==> config.mk <==
export PLATFORM = sky130hd
export DESIGN_NAME = cfu_bridge_flat
export DESIGN_NICKNAME = d
export VERILOG_FILES = /design/src/rtl/cfu_bridge_if.sv /design/src/rtl/cfu_bridge.sv /design/src/flat_wrapper.sv
export SDC_FILE = /design/constraint.sdc
export NUM_CORES = 1
export LEC_CHECK = 0
export CAP_MARGIN = 40
export CORE_MARGIN = 4
export CORE_UTILIZATION = 40
export DETAILED_ROUTE_END_ITERATION = 12
export PLACE_DENSITY_LB_ADDON = 0.3
export SETUP_SLACK_MARGIN = 0.4
export SLEW_MARGIN = 10
export SYNTH_ARGS = -nofsm -noshare
export SYNTH_HDL_FRONTEND = slang
export SYNTH_SLANG_ARGS = --single-unit
==> constraint.sdc <==
create_clock -name clk_i -period 2 [get_ports clk_i]
set_input_delay 0.4 -clock clk_i [delete_from_list [all_inputs] [get_ports clk_i]]
set_output_delay 0.4 -clock clk_i [all_outputs]
set_load 0.05 [all_outputs]
==> src/rtl/cfu_bridge_if.sv <==
// cfu_bridge_if: bundles the CPU execute-stage signals and the CFU datapath
// request/response channels seen by cfu_bridge.
//   slave  : bridge side (takes CPU/datapath inputs, drives stall, result,
//            request payload, response ready, latency and error)
//   master : environment side (CPU pipeline plus CFU datapath)
interface cfu_bridge_if #(
  parameter int unsigned XLEN   = 32,
  parameter int unsigned CTRL_W = 11,
  parameter int unsigned CNT_W  = 16
);
  // CPU execute stage
  logic              stall_i;
  logic              valid_i;
  logic [CTRL_W-1:0] cfu_ctrl_i;
  logic [XLEN-1:0]   src1_i;
  logic [XLEN-1:0]   src2_i;
  logic              stall_o;
  logic [XLEN-1:0]   rslt_o;
  // Request channel to the CFU datapath
  logic              req_valid_o;
  logic              req_ready_i;
  logic [2:0]        req_funct3_o;
  logic [6:0]        req_funct7_o;
  logic [XLEN-1:0]   req_src1_o;
  logic [XLEN-1:0]   req_src2_o;
  // Response channel from the CFU datapath
  logic              rsp_valid_i;
  logic              rsp_ready_o;
  logic [XLEN-1:0]   rsp_data_i;
  // Status
  logic [CNT_W-1:0]  lat_cnt_o;
  logic              err_o;

  modport slave (
    input  stall_i, valid_i, cfu_ctrl_i, src1_i, src2_i,
    input  req_ready_i, rsp_valid_i, rsp_data_i,
    output stall_o, rslt_o, req_valid_o, req_funct3_o, req_funct7_o,
    output req_src1_o, req_src2_o, rsp_ready_o, lat_cnt_o, err_o
  );

  modport master (
    output stall_i, valid_i, cfu_ctrl_i, src1_i, src2_i,
    output req_ready_i, rsp_valid_i, rsp_data_i,
    input  stall_o, rslt_o, req_valid_o, req_funct3_o, req_funct7_o,
    input  req_src1_o, req_src2_o, rsp_ready_o, lat_cnt_o, err_o
  );
endinterface

==> src/rtl/cfu_bridge.sv <==
// cfu_bridge: turns the CPU's stall-based custom-instruction interface into a
// valid/ready request channel and a valid/ready response channel towards a
// variable-latency CFU datapath, freezing the pipeline while an op is in flight.
// Ports:
//   clk_i  - clock
//   rst_ni - asynchronous active-low reset
//   bus    - cfu_bridge_if.slave: CPU side (stall/valid/ctrl/operands in,
//            stall_o/rslt_o out), request channel (req_*), response channel
//            (rsp_*), lat_cnt_o (latency of last completed op), err_o.
// Optional feature: define CFU_BRIDGE_TIMEOUT_EN to add a watchdog that aborts
// an op after TIMEOUT_CYC cycles in REQ+WAIT with result 32'hDEAD_BEEF and a
// sticky err_o. Without it the bridge waits forever and err_o is tied low.
module cfu_bridge #(
  parameter int unsigned XLEN   = 32,
  parameter int unsigned CTRL_W = 11,
  parameter int unsigned CNT_W  = 16
`ifdef CFU_BRIDGE_TIMEOUT_EN
  ,
  parameter int unsigned TIMEOUT_CYC = 256
`endif
) (
  input logic          clk_i,
  input logic          rst_ni,
  cfu_bridge_if.slave  bus
);

  typedef enum logic [1:0] {
    IDLE = 2'd0,
    REQ  = 2'd1,
    WAIT = 2'd2,
    DONE = 2'd3
  } state_e;

  typedef struct packed {
    logic [6:0]      funct7;
    logic [2:0]      funct3;
    logic [XLEN-1:0] src1;
    logic [XLEN-1:0] src2;
  } req_t;

  state_e            state_q, state_d;
  req_t              req_q;
  logic [XLEN-1:0]   rslt_q;
  logic [CNT_W-1:0]  cnt_q;
  logic [CNT_W-1:0]  cnt_inc;
  logic [CNT_W-1:0]  lat_q;
  logic [CTRL_W-1:0] ctrl;
  logic              start_c;
  logic              busy;
  logic              ld_req;
  logic              ld_rsp;

  assign ctrl = bus.cfu_ctrl_i;
  assign busy = (state_q == REQ) || (state_q == WAIT);

  // Gated by rst_ni so stall_o drops immediately while reset is held.
  assign start_c = rst_ni && (state_q == IDLE) && bus.valid_i && ctrl[0];

  // Running latency counter sticks at all-ones instead of wrapping.
  assign cnt_inc = (&cnt_q) ? cnt_q : cnt_q + CNT_W'(1);

`ifdef CFU_BRIDGE_TIMEOUT_EN
  localparam int unsigned WD_W = (TIMEOUT_CYC > 1) ? $clog2(TIMEOUT_CYC) : 1;

  logic [WD_W-1:0] wd_q;
  logic            wd_hit;
  logic            tmo;
  logic            err_q;

  // Current REQ/WAIT cycle is the TIMEOUT_CYC-th one.
  assign wd_hit = (wd_q == WD_W'(TIMEOUT_CYC - 1));

  // Watchdog counter and sticky error flag.
  always_ff @(posedge clk_i or negedge rst_ni) begin
    if (!rst_ni) begin
      wd_q  <= '0;
      err_q <= 1'b0;
    end else begin
      if (ld_req) begin
        wd_q <= '0;
      end else if (busy) begin
        wd_q <= wd_q + WD_W'(1);
      end
      if (tmo) begin
        err_q <= 1'b1;
      end
    end
  end

  assign bus.err_o = err_q;
`else
  assign bus.err_o = 1'b0;
`endif

  // State register.
  always_ff @(posedge clk_i or negedge rst_ni) begin
    if (!rst_ni) begin
      state_q <= IDLE;
    end else begin
      state_q <= state_d;
    end
  end

  // Next-state and load strobes.
  always_comb begin
    state_d = state_q;
    ld_req  = 1'b0;
    ld_rsp  = 1'b0;
`ifdef CFU_BRIDGE_TIMEOUT_EN
    tmo     = 1'b0;
`endif
    case (state_q)
      IDLE: begin
        if (start_c) begin
          state_d = REQ;
          ld_req  = 1'b1;
        end
      end
      REQ: begin
`ifdef CFU_BRIDGE_TIMEOUT_EN
        if (wd_hit) begin
          state_d = DONE;
          tmo     = 1'b1;
        end else
`endif
        if (bus.req_ready_i) begin
          state_d = WAIT;
        end
      end
      WAIT: begin
        // A response in the limit cycle beats the watchdog.
        if (bus.rsp_valid_i) begin
          state_d = DONE;
          ld_rsp  = 1'b1;
        end
`ifdef CFU_BRIDGE_TIMEOUT_EN
        else if (wd_hit) begin
          state_d = DONE;
          tmo     = 1'b1;
        end
`endif
      end
      DONE: begin
        if (!bus.stall_i) begin
          state_d = IDLE;
        end
      end
      default: state_d = IDLE;
    endcase
  end

  // Request payload, running counter, result and recorded latency.
  always_ff @(posedge clk_i or negedge rst_ni) begin
    if (!rst_ni) begin
      req_q  <= '0;
      cnt_q  <= '0;
      lat_q  <= '0;
      rslt_q <= '0;
    end else begin
      if (ld_req) begin
        req_q.funct7 <= ctrl[10:4];
        req_q.funct3 <= ctrl[3:1];
        req_q.src1   <= bus.src1_i;
        req_q.src2   <= bus.src2_i;
        cnt_q        <= '0;
      end else if (busy) begin
        cnt_q <= cnt_inc;
      end
      // Recorded latency includes the acceptance cycle itself.
      if (ld_rsp) begin
        rslt_q <= bus.rsp_data_i;
        lat_q  <= cnt_inc;
      end
`ifdef CFU_BRIDGE_TIMEOUT_EN
      else if (tmo) begin
        rslt_q <= XLEN'(32'hDEAD_BEEF);
      end
`endif
    end
  end

  assign bus.stall_o      = start_c || busy;
  assign bus.rslt_o       = (state_q == DONE) ? rslt_q : '0;
  assign bus.req_valid_o  = (state_q == REQ);
  assign bus.rsp_ready_o  = (state_q == WAIT);
  assign bus.req_funct3_o = req_q.funct3;
  assign bus.req_funct7_o = req_q.funct7;
  assign bus.req_src1_o   = req_q.src1;
  assign bus.req_src2_o   = req_q.src2;
  assign bus.lat_cnt_o    = lat_q;

endmodule

==> src/flat_wrapper.sv <==
// flat-port wrapper written by rule: the top's interface ports become plain ports
module cfu_bridge_flat 
#(
  parameter int unsigned XLEN   = 32,
  parameter int unsigned CTRL_W = 11,
  parameter int unsigned CNT_W  = 16

)
  (clk_i, rst_ni, bus_stall_i, bus_valid_i, bus_cfu_ctrl_i, bus_src1_i, bus_src2_i, bus_req_ready_i, bus_rsp_valid_i, bus_rsp_data_i, bus_stall_o, bus_rslt_o, bus_req_valid_o, bus_req_funct3_o, bus_req_funct7_o, bus_req_src1_o, bus_req_src2_o, bus_rsp_ready_o, bus_lat_cnt_o, bus_err_o);
  cfu_bridge_if #(.XLEN(XLEN), .CTRL_W(CTRL_W), .CNT_W(CNT_W)) bus_i ();
  input logic clk_i;
  input logic rst_ni;
  input wire logic [$bits(bus_i.stall_i)-1:0] bus_stall_i;
  input wire logic [$bits(bus_i.valid_i)-1:0] bus_valid_i;
  input wire logic [$bits(bus_i.cfu_ctrl_i)-1:0] bus_cfu_ctrl_i;
  input wire logic [$bits(bus_i.src1_i)-1:0] bus_src1_i;
  input wire logic [$bits(bus_i.src2_i)-1:0] bus_src2_i;
  input wire logic [$bits(bus_i.req_ready_i)-1:0] bus_req_ready_i;
  input wire logic [$bits(bus_i.rsp_valid_i)-1:0] bus_rsp_valid_i;
  input wire logic [$bits(bus_i.rsp_data_i)-1:0] bus_rsp_data_i;
  output wire logic [$bits(bus_i.stall_o)-1:0] bus_stall_o;
  output wire logic [$bits(bus_i.rslt_o)-1:0] bus_rslt_o;
  output wire logic [$bits(bus_i.req_valid_o)-1:0] bus_req_valid_o;
  output wire logic [$bits(bus_i.req_funct3_o)-1:0] bus_req_funct3_o;
  output wire logic [$bits(bus_i.req_funct7_o)-1:0] bus_req_funct7_o;
  output wire logic [$bits(bus_i.req_src1_o)-1:0] bus_req_src1_o;
  output wire logic [$bits(bus_i.req_src2_o)-1:0] bus_req_src2_o;
  output wire logic [$bits(bus_i.rsp_ready_o)-1:0] bus_rsp_ready_o;
  output wire logic [$bits(bus_i.lat_cnt_o)-1:0] bus_lat_cnt_o;
  output wire logic [$bits(bus_i.err_o)-1:0] bus_err_o;
  assign bus_i.stall_i = bus_stall_i;
  assign bus_i.valid_i = bus_valid_i;
  assign bus_i.cfu_ctrl_i = bus_cfu_ctrl_i;
  assign bus_i.src1_i = bus_src1_i;
  assign bus_i.src2_i = bus_src2_i;
  assign bus_i.req_ready_i = bus_req_ready_i;
  assign bus_i.rsp_valid_i = bus_rsp_valid_i;
  assign bus_i.rsp_data_i = bus_rsp_data_i;
  assign bus_stall_o = bus_i.stall_o;
  assign bus_rslt_o = bus_i.rslt_o;
  assign bus_req_valid_o = bus_i.req_valid_o;
  assign bus_req_funct3_o = bus_i.req_funct3_o;
  assign bus_req_funct7_o = bus_i.req_funct7_o;
  assign bus_req_src1_o = bus_i.req_src1_o;
  assign bus_req_src2_o = bus_i.req_src2_o;
  assign bus_rsp_ready_o = bus_i.rsp_ready_o;
  assign bus_lat_cnt_o = bus_i.lat_cnt_o;
  assign bus_err_o = bus_i.err_o;
  cfu_bridge #(.XLEN(XLEN), .CTRL_W(CTRL_W), .CNT_W(CNT_W)) u_core (.clk_i(clk_i), .rst_ni(rst_ni), .bus(bus_i));
endmodule
==> flow_summary.yaml, run 1 <==
status:
  status: "finished with violations"
  violations: "setup timing"
floorplanning:
  chipWidth_um: 132
  fp-row-count: 44
  ios: 239
  die_y_um: 132
  dieArea_um2: 17300
  start_util: 0.414
  core_area_um2: 14800
yosys:
  synth_ff_type: "dfrtp_1"
  avgSynthCellArea_um2: 8.82
  yosys_warnings: 0
  synth_cells: 693
  async_reset_ff_frac: 1.00
  synth_edf_count: 0
  synth_area_leaders: "dfrtp_1, nand2_1, and2_1"
  yosys.area.top_type: "dfrtp_1"
  yosysTopAreaCellShare: 0.573
  yosysUniqueCellTypes: 47
  synth_seq_area_share: 0.573
  ys_ff_latch: 140
  synth_area_um2: 6110
  synth_nets: 812
clock_tree:
  htreeDepth: 4
  clock_sinks: 140
  numCtsBuffers: 17
  cts_tree: "built"
  clockBufferDepth: 2
  clkLatencyLatePin_ns: 0.42
  cts_root_buf: "clkbuf_16"
  path_clk_slew_ns: 0.06
global_route:
  grt_max_degree: 96
  grt_first_pass_wirelength_um: 33000
  grtUsageTotal: 0.240
  gr-total-overflow: 0
  antenna_found_initial: 0
  grt_pass1_vias: 6035
sta:
  relSlewSlack: 0.602
  max_freq_mhz: 499
  setup_ws_ns: -0.00476
  finalMaxSlewViolations: 0
  whs_ns: 0.0392
  rsz0062_at_grt: "true"
  skew_ns: 0.00806
  worstMarginPinSlew_ns: 0.597
  setup_viol: 4
  post-route-period-util: 1.00
  period_needed_ns: 2.00
  hold_viol: 0
drt:
  drtIter0Drc: 453
  routed_via_density: 5.15
  totalWireLength_um: 23500
  first_pass_iters: 4
  post_drt_wl_per_cell_um: 19.3
  postRouteAntennaNets: 0
  vias: 6283
  drc: 0
finish:
  drive_gt1_frac: 0.489
  fin_nets: 1141
  final-seq-area_um2: 3510
  final_area_um2: 11800
  fin_util: 0.800
  syn_to_final_growth_pct: 93.0
  fin_cells: 1219
  fillers: 852
  multi_input_area_um2: 3420
  diodes: 0
pwr:
  peakVddDrop_v: 0.00130
  leakage_nw: 5.55
  power_density_nw_per_um2: 1720
critical_path:
  cp_cell_sequence: "ha_2 > buf_12 > and2_2 > buf_12"
  cp-start-kind: "flop"
  crit_buf_inv: 2
  critical_path_depth: 4
  end_kind: "output pin"
  criticalPathCategory: "reg2out"
  crit_required_ns: 1.60
  r2r_cells: 7
  crit_path_top_delay_cell: "dfrtp_2"
  crit_top_cell: "buf_12"
  worstPathMaxFanout: 32
  critPathMaxStageDelay_ns: 0.43
  critical_path.top_delay_family: "flip-flops"
  crit_arrival_ns: 1.60
run:
  max-cap-violations: 0
placed_design:
  hpwl_um: 12700
  dp_cells: 1105
  gp_congestion: 0.836
  postPlaceCellArea_um2: 9280
  portBuffers: 237
min_path:
  min_path_type: "in2async"
==> worst paths after layout <==
path                            slack [ns]         startpoint                        end
worst max register to register        0.08  u_core.state_q[1]          u_core.state_q[1]
max in group asynchronous             1.49             rst_ni  u_core.bus.req_src2_o[18]
worst min-delay path                  0.04             rst_ni           u_core.cnt_q[14]
worst max-delay path                -0.005  u_core.state_q[1]             bus_rslt_o[22]
min in group clk_i                    0.46             rst_ni           u_core.cnt_q[13]
worst min register to register        0.46  u_core.rslt_q[26]          u_core.rslt_q[26]
==> metrics by stage <==
| stage | setup WS, ns | total power, mW | TNS, ns |
|---|---|---|---|
| floorplan | 0.175 | 10.8 | 0 |
| global placement | -0.0673 | 14.5 | -0.0673 |
| detailed placement | -0.0859 | 14.7 | -0.0859 |
| CTS | -0.00858 | 19.0 | -0.0241 |
| global route | -0.0746 | 21.2 | -1.43 |
| finish | -0.00476 | 20.3 | -0.00702 |
==> flip-flops by register name, indices dropped and copies added (netlist names) <==
signal / count
u_core.rslt_q: 32
u_core.bus.lat_cnt_o: 16
u_core.bus.req_src2_o: 32
u_core.cnt_q: 16
u_core.bus.req_funct3_o: 3
u_core.bus.req_src1_o: 32
u_core.bus.req_funct7_o: 7
u_core.state_q: 2
==> cells in the mapped netlist, drive strengths merged (4+ instances only) <==
library cell	n
dfrtp	140
nand4	6
or3	11
o21ai	18
nand2b	4
a31oi	10
clkbuf	28
inv	5
nor4	5
nand2	339
nand3	13
ha	6
buf	9
and2	36
nor2	12
nor3	5
a21oi	13
==> cells by family after synthesis <==
logic type,Yosys count,synth area share
AO/OA/AOI/OAI,54,0.0563
flip-flops,140,0.573
AND/OR/NAND/NOR,442,0.317
XOR/XNOR,4,0.00573
other,1,0.000613
adder cells (fa/ha/maj),6,0.0123
multiplexers,4,0.00675
buffers and inverters,42,0.0282
==> layout make-up <==
type / count / share of cell area
Inverter: 5 / 0.00159
Timing Repair Buffer: 346 / 0.337
Multi-Input combinational cell: 512 / 0.290
Sequential cell: 140 / 0.298
Tap cell: 184 / 0.0195
Clock inverter: 14 / 0.0164
Clock buffer: 18 / 0.0372
==> per-layer routing <==
| layer | wire length (µm) | vias to the layer above | global-route usage |
|---|---|---|---|
| li1 | - | 2895 | - |
| met3 | 1580 | 52 | 0.0765 |
| met1 | 9340 | 3089 | 0.303 |
| met2 | 12000 | 247 | 0.394 |
| met4 | 623 | 0 | 0.0764 |
| met5 | 0 | - | 0 |
==> placed cells by master (no fill, tap or decap), types with 3 or more instances in the layout <==
master | synthesis | final
mux2i_1 | 3 | 3
nor2_1 | 12 | 8
and2_2 | 0 | 30
a21oi_2 | 0 | 10
or3_4 | 0 | 6
buf_12 | 0 | 47
dfrtp_2 | 0 | 9
a21oi_1 | 13 | 3
nand3_1 | 12 | 8
o21ai_0 | 18 | 8
buf_16 | 0 | 10
buf_4 | 1 | 61
nand2b_1 | 4 | 3
nor2_2 | 0 | 3
clkdlybuf4s15_2 | 0 | 34
or3_1 | 10 | 5
nand3_2 | 1 | 3
nand2_1 | 339 | 197
nand2_2 | 0 | 91
buf_6 | 1 | 22
inv_1 | 5 | 3
buf_2 | 3 | 44
o211ai_1 | 3 | 3
xor2_1 | 3 | 3
buf_8 | 0 | 7
nor3_2 | 0 | 3
clkdlybuf4s50_1 | 0 | 111
nand2_4 | 0 | 50
dfrtp_1 | 140 | 131
nand4_1 | 4 | 4
and2_1 | 36 | 5
ha_4 | 0 | 4
nor4_4 | 1 | 4
a31oi_1 | 10 | 8
clkbuf_16 | 0 | 26
o21ai_2 | 0 | 3
o21ai_1 | 0 | 7
bufinv_16 | 0 | 4
clkinvlp_4 | 0 | 5
==> timing repair <==
item                                    CTS  global route
gates cloned                             10            12
resized for setup                       324           310
hold buffers                              0             0
buffers inserted                         44            16
pin swaps                                84           108
endpoints found under the setup margin  213           213
==> report_power, final <==
part / switching [mW] / internal (mW) / total [mW]
Sequential: 1.09 / 4.13 / 5.21
Clock: 1.30 / 2.12 / 3.42
Combinational: 6.99 / 4.68 / 11.7
Power figures use the tool's default switching activity.
==> run 2, diff against run 1 <==
- MAX_ROUTING_LAYER: unset -> met4
==> run 2 against run 1 <==
  * The run still ends with setup timing left
  * Critical endpoint is now bus_stall_o
  * Global-route usage increased by 0.70 points
  * Via count decreased by 0.68%
  * Clock skew grew 0.0018 ns
  * Critical path depth rose by 2
  * Fmax down 0.27%
  * Final area shrank 0.54%
  * Flip-flop and latch count unchanged
  * Worst setup slack worse by 0.0055 ns
  * Count of clock-buffer cells in the layout is the same
==> flow_summary.yaml, run 2 (synthesis gave the netlist of run 1 again) <==
finish:
  syn_to_final_growth_pct: 91.9
  fin_cells: 1215
  fillers: 876
  fin_util: 0.795
  final_area_um2: 11700
  drive_gt1_frac: 0.481
  final_common_cell: "nand2_1"
  diodes: 0
  fin_nets: 1137
  most-common-layout-cells: "nand2_1, dfrtp_1, clkdlybuf4s50_1, nand2_2, buf_4"
clock_tree:
  cts.hold.buffers_added: 0
  clkLatencyLatePin_ns: 0.42
  htreeDepth: 4
  clock_sinks: 140
  cts_root_buf: "clkbuf_16"
  cts_tree: "built"
  numCtsBuffers: 17
  path_clk_slew_ns: 0.06
  clockBufferDepth: 2
min_path:
  min_path_type: "in2async"
floorplanning:
  die_y_um: 132
  ios: 239
  dieArea_um2: 17300
  start_util: 0.414
  core_area_um2: 14800
  chipWidth_um: 132
  fp-row-count: 44
sta:
  setup-tns-final_ns: -0.0102
  skew_ns: 0.00986
  worstMarginPinSlew_ns: 0.597
  post-route-period-util: 1.01
  relSlewSlack: 0.602
  finalMaxSlewViolations: 0
  setup_viol: 1
  period_needed_ns: 2.01
  setup_ws_ns: -0.0102
  rsz0062_at_grt: "true"
  hold_viol: 0
  max_freq_mhz: 497
drt:
  first_pass_iters: 5
  vias: 6240
  totalWireLength_um: 23200
  post_drt_wl_per_cell_um: 19.1
  routed_via_density: 5.14
  drtIter0Drc: 406
  postRouteAntennaNets: 0
  drc: 0
global_route:
  antenna_found_initial: 0
  grtUsageTotal: 0.247
  grt_first_pass_wirelength_um: 32800
  grt_pass1_vias: 6067
  gr-total-overflow: 0
  grt_max_degree: 96
pwr:
  power_frac_seq: 0.258
  clkPwrFrac: 0.169
  comb_power_share: 0.573
  peakVddDrop_v: 0.00129
  intPower_mw: 10.9
  power_density_nw_per_um2: 1720
  swShare: 0.460
  leakage_nw: 5.54
  p_sw_mw: 9.28
critical_path:
  criticalPathCategory: "reg2out"
  worstPathMaxFanout: 3
  end_kind: "output pin"
  crit_required_ns: 1.60
  reg2reg_from: "u_core.state_q[0]"
  cp-start-kind: "flop"
  crit_arrival_ns: 1.61
  crit_path_start: "u_core.state_q[0]"
run:
  max-cap-violations: 0
placed_design:
  pre_cts_slack_ns: -0.0859
  postPlaceCellArea_um2: 9280
  portBuffers: 237
  hpwl_um: 12700
  dp_cells: 1105
  gp_congestion: 0.850
status:
  status: "finished with violations"
  violations: "setup timing"
-- run 2: cell count changes in the layout (fill, tap and decap cells not counted), sizes merged --
cell / change
buf: -4
clkdlybuf4s15: +1
nand2: -1
-- run 2: repair_timing --
action | CTS | global route
pin swaps | 84 | 107
setup endpoints to repair | 213 | 212
buffers inserted | 44 | 13
gates resized for setup | 324 | 302
cloned | 10 | 11
-- run 2: layout make-up --
| cell class | instances | area (µm²) | share of cell area |
|---|---|---|---|
| flip-flops and latches | 140 | 3510 | 0.300 |
| well taps | 184 | 230 | 0.0196 |
| multi-input cells | 511 | 3360 | 0.287 |
| inverters | 5 | 18.8 | 0.00160 |
| clock buffers | 18 | 439 | 0.0374 |
| clock inverters | 14 | 194 | 0.0165 |
| repair buffers | 343 | 3970 | 0.339 |
-- run 2: path summary, 6_finish.rpt --
kind                                                  end  slack, ns  cells past startpoint
worst max-delay path                          bus_stall_o      -0.01                      6
worst min-delay path                     u_core.cnt_q[14]       0.05                      2
worst max register to register          u_core.state_q[1]       0.07                      7
worst min register to register          u_core.rslt_q[26]       0.46                      2
max in group asynchronous       u_core.bus.req_src2_o[18]       1.49                      2
min in group clk_i                        u_core.cnt_q[0]       0.45                      3
-- run 2: per-layer routing --
layer / track usage / vias to the layer above / part of all wire / wire [µm]
met4: 0.0764 / 0 / 0.029 / 677
li1: - / 2889 / - / -
met1: 0.305 / 3041 / 0.40 / 9160
met5: - / - / 0 / 0
met3: 0.0726 / 51 / 0.065 / 1500
met2: 0.394 / 259 / 0.51 / 11800
-- run 2: power groups by stage --
stage | registers, mW | clock network [mW] | logic, mW
3_5_place_dp | 4.98 | 0 | 9.71
3_3_place_gp | 4.93 | 0 | 9.61
4_1_cts | 4.98 | 3.43 | 10.6
5_1_grt | 5.36 | 3.58 | 12.1
6_report | 5.21 | 3.41 | 11.6
2_1_floorplan | 7.67 | 0 | 3.12
-- run 2: critical path, cell delays in order (launching register included) --
cell,delay [ns]
dfrtp_1,0.42
inv_2,0.10
ha_4,0.15
nand4_1,0.15
buf_6,0.18
nand2b_4,0.07
buf_12,0.13
-- run 2: per-stage QoR --
stage	hold WS (ns)	power [mW]
2_1_floorplan	0.104	10.8
3_3_place_gp	0.449	14.5
3_5_place_dp	0.454	14.7
4_1_cts	0.0646	19.0
5_1_grt	0.0840	21.0
6_report	0.0466	20.2
